**config.mk**
```make
export PLATFORM = sky130hd
export DESIGN_NAME = reg_bank_sync
export DESIGN_NICKNAME = d
export VERILOG_FILES = /design/src/rtl/reg_bank_sync.sv
export SDC_FILE = /design/constraint.sdc
export NUM_CORES = 2
export LEC_CHECK = 0
export CORE_AREA = 8 8 458 460
export DETAILED_ROUTE_END_ITERATION = 6
export DIE_AREA = 0 0 466 468
export PLACE_DENSITY = 0.66
export SLEW_MARGIN = 20
export SYNTH_ARGS = -nofsm -noshare
export SYNTH_HDL_FRONTEND = slang
export SYNTH_SLANG_ARGS = --single-unit
```
**constraint.sdc**
```tcl
create_clock -name clk -period 5.28 [get_ports clk]
set_clock_uncertainty 0.2 [all_clocks]
set_input_delay 1.056 -clock clk [delete_from_list [all_inputs] [get_ports clk]]
set_output_delay 1.056 -clock clk [all_outputs]
set_load 0.03 [all_outputs]
```
**src/rtl/reg_bank_sync.sv**
```systemverilog
// reg_bank_sync: parametrised register bank with two registered read ports
// (A, B), one write port (C), write-first bypass from C to A/B, an optional
// hard-wired zero register and a sequential init engine that gates traffic
// until every register has been loaded after reset.
module reg_bank_sync #(
    parameter int unsigned WIDTH      = 64,
    parameter int unsigned DEPTH      = 32,
    parameter int unsigned ADDR_W     = 5,
    parameter int unsigned ZERO_REG   = 0,
    parameter int unsigned INIT_INDEX = 1
) (
    input  logic              clk,
    input  logic              rst_n,
    input  logic [ADDR_W-1:0] a,
    input  logic [ADDR_W-1:0] b,
    input  logic              rd_en,
    output logic [WIDTH-1:0]  aData,
    output logic [WIDTH-1:0]  bData,
    input  logic [ADDR_W-1:0] c,
    input  logic [WIDTH-1:0]  cData,
    input  logic              write,
    output logic              ready
);

    typedef enum logic {
        INIT  = 1'b0,
        READY = 1'b1
    } state_t;

    // One bit wider than an address so DEPTH itself is representable.
    localparam logic [ADDR_W:0]   DEPTH_X = (ADDR_W + 1)'(DEPTH);
    localparam logic [ADDR_W-1:0] LAST    = ADDR_W'(DEPTH - 1);

    state_t            state;
    state_t            state_nx;
    logic [ADDR_W-1:0] cnt;
    logic [WIDTH-1:0]  init_val;
    logic              wr_acc;
    logic [WIDTH-1:0]  rd_a;
    logic [WIDTH-1:0]  rd_b;

    logic [WIDTH-1:0]  regs [DEPTH];

    function automatic logic in_range(input logic [ADDR_W-1:0] x);
        return ({1'b0, x} < DEPTH_X);
    endfunction

    function automatic logic is_zero_reg(input logic [ADDR_W-1:0] x);
        return (ZERO_REG != 0) && (x == '0);
    endfunction

    // Read value seen by a port: out-of-range and the zero register read 0,
    // an accepted same-edge write is forwarded, otherwise the stored value.
    function automatic logic [WIDTH-1:0] rdval(input logic [ADDR_W-1:0] x);
        logic [WIDTH-1:0] v;
        v = '0;
        if (!in_range(x)) begin
            v = '0;
        end else if (is_zero_reg(x)) begin
            v = '0;
        end else if (wr_acc && (c == x)) begin
            v = cData;
        end else begin
            v = regs[x];
        end
        return v;
    endfunction

    // State register and init counter; counter parks at the last index.
    always_ff @(posedge clk or negedge rst_n) begin
        if (!rst_n) begin
            state <= INIT;
            cnt   <= '0;
        end else begin
            state <= state_nx;
            if ((state == INIT) && (cnt != LAST)) begin
                cnt <= cnt + 1'b1;
            end
        end
    end

    // Next-state: leave INIT on the edge that loads the last register.
    always_comb begin
        state_nx = state;
        unique case (state)
            INIT:    if (cnt == LAST) state_nx = READY;
            READY:   state_nx = READY;
            default: state_nx = INIT;
        endcase
    end

    // Outputs and qualifiers derived from the current state.
    always_comb begin
        ready    = (state == READY);
        // Register 0 is loaded with cnt==0, i.e. 0, so ZERO_REG needs no special case here.
        init_val = '0;
        if (INIT_INDEX != 0) begin
            init_val = WIDTH'(cnt);
        end
        wr_acc = (state == READY) && write && in_range(c) && !is_zero_reg(c);
        rd_a   = rdval(a);
        rd_b   = rdval(b);
    end

    // Storage array: init engine during INIT, port C once READY.
    always_ff @(posedge clk) begin
        if (state == INIT) begin
            regs[cnt] <= init_val;
        end else if (wr_acc) begin
            regs[c] <= cData;
        end
    end

    // Registered read ports: capture only in READY with rd_en, else hold.
    always_ff @(posedge clk or negedge rst_n) begin
        if (!rst_n) begin
            aData <= '0;
            bData <= '0;
        end else if ((state == READY) && rd_en) begin
            aData <= rd_a;
            bData <= rd_b;
        end
    end

endmodule

```
; Yosys cells after proc, flatten, opt, wreduce, memory -nomap -nowiden
; Memory sizes are Yosys's and may differ from the RTL's. A register that Yosys moved wholly into a read port is not among the register bits.
; Cells that the tools add are included.
[classes]
add_sub_neg = 1
n_eq_ne = 2
mux = 9
bitwise_logic = 1
reduce_logical = 6
[ops]
columns = cell, count
row1 = 2-to-1 mux 64 bit, 1
row2 = OR reduction 64 bit, 1
row3 = 2-to-1 mux 1 bit, 6
row4 = "adder 5 x 1 -> 5 bit, second input constant", 1
row5 = "equality test 5 bit, second input constant", 1
row6 = 2-to-1 mux 5 bit, 1
row7 = "inequality test 5 bit, second input constant", 1
row8 = logical AND 1 bit, 3
row9 = zero test 1 bit, 2
row10 = case mux 1 bit (2 select lines), 1
row11 = NOT 1 bit, 1
[word_totals]
regBits = 6
ram_bits = 2048
input_bits = 83
output_inout_bits = 129
word_cells = 22
n_memories = 1
[memory_table]
columns = name, words, width, rd, rd_ports_with_merged_regs, wr, line
row1 = regs, 32, 64, 2, 2, 1, 42  ; logic [WIDTH-1:0] regs [DEPTH];

; Logic depth before layout (Yosys ltp)
[logic_depth]
word_depth = 6
ltp_mapped = 12

; Worst setup path before layout
; OpenSTA, ideal clock, no wires.
[synth_path]
kind = input-to-reg
from = input port write
to = memory regs[3][0], enable pin
setup_time_ns = 0.486
arrival_ns = 4.493
required_ns = 4.594
slack_ns = 0.100
cell_stages = 6
path_cell_list = buf_4 nand2_4 or3_1 o31ai_1 nand2_1 nor2_1
[synth_via]
elab_chain_len = 6
word_cells_on_any_way = 7
cone_classes = mux: 5 / reduce/logical: 2
[synth_rtl]
columns = element, line
row1 = start: declaration, 21  ; input logic write,
row2 = logical AND 1 bit *, 100  ; wr_acc = (state == READY) && write && in_range(c) && !is_zero_reg(c);
row3 = 2-to-1 mux 1 bit *, 109  ; end else if (wr_acc) begin
row4 = 2-to-1 mux 1 bit *, 107  ; if (state == INIT) begin
row5 = 2-to-1 mux 1 bit (implied by the code) *, 110  ; regs[c] <= cData;
row6 = OR reduction 64 bit (no line), --
row7 = 2-to-1 mux 5 bit (no line) / 2-to-1 mux 1 bit (equally long branches), --
row8 = end: declaration, 42
; Mark *: on every way between the ends. The rest lies on a longest branch, timed or not.

; Worst setup path in the final report
[layout_path]
from = register state (netlist: ready)
to = memory regs[1][36], enable pin
[layout_via]
elab_chain_len = 6
word_cells_on_any_way = 8
cone_classes = mux: 6 / reduce/logical: 2
[layout_rtl]
columns = element, line
row1 = start: declaration, 34  ; state_t state;
row2 = start signal: assignment, 75  ; state <= state_nx;
row3 = logical AND 1 bit, 100
row4 = 2-to-1 mux 1 bit, 109
row5 = 2-to-1 mux 1 bit, 107
row6 = 2-to-1 mux 1 bit (implied by the code), 110
row7 = OR reduction 64 bit (no line), --
row8 = 2-to-1 mux 5 bit (no line) / 2-to-1 mux 1 bit (equally long branches), --
; Several ways; a longest one is shown, not always the timed one.

==> flow_summary_export.csv <==
group,metric,value,unit
run_status,status,"finished with violations",
run_status,violations,"design-rule violations",
setup_path,worstSetupEndpointType,"flop",
synthesis,synth.area.mux_share,27.1,%
synthesis,ys_seq_area_share,64.5,%
synthesis,synth_area_per_cell,19.4,µm²
setup_path,crit_slowest_cell,"dfrtp_4",
timing,rsz0062_at_grt,"no",
die,start_util,49.5,%
power,p_leak,39.4,nW
synthesis,synth_adder_area_share,0.0249,%
synthesis,synth_common_cells,"2048 x edfxtp_1, 1057 x mux4_2, 294 x mux2i_1",
synthesis,synth_top_area_share,61.2,%
die,die_w,466,µm
placement,port_buffers,211,
final_layout,final_layout_size_suffix_gt1_share,31.4,%
setup_path,cp-start-kind,"flop",
synthesis,syn_nets,5269,
synthesis,synth_edf_count,2048,
timing,final_hold_viol_count,0,
synthesis,synth_compound_area_share,3.46,%
setup_path,cp.arrival,4.67,ns
die,rows,166,
global_routing,grt_pass1_vias,59700,
clock_network,cts_buffers,221,
synthesis,synthSimpleGateAreaFrac,2.85,%
synthesis,synth.ff_latch_count,2182,
clock_network,cts_sinks,2182,
clock_network,root_buffer,"clkbuf_16",
synthesis,synth_area_leaders,"edfxtp_1 61%, mux4_2 24%, dfrtp_1 3.3%, mux2i_1 2.9%, nand2_1 0.82%",
power,total_power,38.4,mW
timing,max_freq,231,MHz
flow_run,drv_cap,0,
setup_path,cp_top_family,"simple AND/OR/NAND/NOR gates",
setup_path,critPathMaxFanout,45,
synthesis,yosys.area.top_type,"edfxtp_1",
synthesis,synth.most_common_cell,"edfxtp_1",
routing,drt_iter0_drc,8043,
global_routing,grt_pass1_wl,457,mm
setup_path,max_stage_delay,0.87,ns
final_layout,nets,5526,
clock_network,path_clk_slew,0.07,ns
final_layout,synthToLayoutAreaGrowth,14.0,%
global_routing,grt_usage,29.6,%
routing,vias_per_cell,7.10,
setup_path,cp_cell_sequence,"buf_4, nand2_4, or3_1, o31ai_1, nand2_1, nor2_4, buf_12",
power,pwr_density_cell,335,nW/µm²
synthesis,synth_ff_type,"edfxtp_1",
routing,routed_wl,326,mm
global_routing,grt_max_degree,91,
timing,finalMaxSlewViolations,0,
timing,whs,0.108,ns
synthesis,yosysUniqueCellTypes,60,
routing,drc,1,
routing,wl_per_cell,39.2,µm
placement,place_congestion,0.828,
global_routing,antenna_found_initial,14,
synthesis,synth_xor_area_share,0.0959,%
timing,setup_violations,0,
placement,dp_hpwl,181,mm
routing,firstDrtPassIters,7,
timing,worst_slew_pin_slew,1.20,ns
synthesis,ys_async_sr_fraction,6.14,%
die,fp.dieH,468,µm
routing,antenna_left,0,
clock_network,cts_resized,0,
die,core,203000,µm²
clock_network,postCtsSetupRepairBufs,0,
timing,slew-limit-headroom,20.1,%
synthesis,syn_inst,5184,
setup_path,path_class,"flop to flop",
timing,fin_crit_sh,82.1,%
power,peakVddDrop,0.000336,V
synthesis,syn-cell-area,101000,µm²
clock_network,insertion_delay,0.87,ns
clock_network,cts_tree,"yes",
timing,period_needed,4.33,ns
global_routing,overflow,0,
timing,tns,0,ns
setup_path,path_buf_inv,2,
clock_network,ctsHtreeMaxLevel,4,
routing,route.vias.total,59100,
clock_network,cts_hold_buf,0,
die,pin_count,212,
die,die-area,218000,µm²
setup_path,required,5.61,ns
synthesis,synth_top_family_by_area,"multiplexers",
clock_network,clockBufferDepth,3,
synthesis,yosys_warnings,0,
min_path,hold_path_class,"input port to asynchronous set/reset pin",
placed cells by master (no fill, tap or decap), types with 86 or more instances in the layout:
master	n
a21oi_1	132
buf_4	151
clkbuf_16	223
clkdlybuf4s50_1	199
dfrtp_1	133
edfxtp_1	2048
mux2i_1	294
mux4_2	1057
nand2_1	217
nor2_1	86
o21ai_0	109
stage by stage:
step | instances | utilization, % | instance area (µm²) | worst slack, ns
after floorplan | 5184 | - | 101000 | 0.100
after global placement | 7899 | 52.9 | 107000 | 0.805
after detailed placement | 7900 | 52.9 | 107000 | 0.789
after CTS | 8318 | 56.4 | 114000 | 0.940
after global routing | 8325 | 56.4 | 115000 | 0.856
final | 8327 | 56.4 | 115000 | 0.947
state kept, by name, summed over array words and instances (netlist names):
signal,flops
aData,64
bData,64
cnt,5
ready,1
regs,2048
where the power goes:
group | switching, mW | total (mW) | internal, mW
sequential | 0.187 | 19.3 | 19.1
combinational | 2.13 | 3.50 | 1.37
clock | 6.80 | 15.6 | 8.82
routing by layer:
layer	vias to the layer above	GRT usage [%]	part of all wire, %
li1	22700	-	-
met1	31700	39.2	36
met2	3939	47.8	48
met3	864	6.08	10
met4	10	13.4	5.4
met5	-	0	0.021
layout make-up:
class	count	area (µm²)
fill	15000	88400
sequential	2182	64900
multi-input combinational	2578	34100
clock buffer	294	5900
timing repair buffer	452	5060
tap	2688	3360
clock inverter	124	1220
inverter	6	30.0
antenna	3	7.51
worst reg2reg max path, stage by stage, from the launching register on:
cell	delay, ns
dfrtp_4	0.87
buf_4	0.66
nand2_4	0.19
or3_1	0.36
o31ai_1	0.12
nand2_1	0.34
nor2_4	0.85
buf_12	0.39
path summary, 6_finish.rpt:
check,from,endpoint,slack [ns],depth (start not counted)
max,ready,regs[1][36],0.95,7
min,rst_n,bData[30],0.11,1
max reg2reg,ready,regs[1][36],0.95,7
min reg2reg,bData[2],bData[2],0.29,2
max in group asynchronous,rst_n,bData[40],3.69,2
min in group clk,bData[2],bData[2],0.29,2
kinds of logic after synthesis:
logic type	after synthesis
AOI/OAI and AO/OA	559
buffers and inverters	424
DFF	2182
adders and majority gates	2
muxes	1396
and+or+nand+nor	610
xor gates and xnor gates	11
Power figures use the tool's default switching activity.
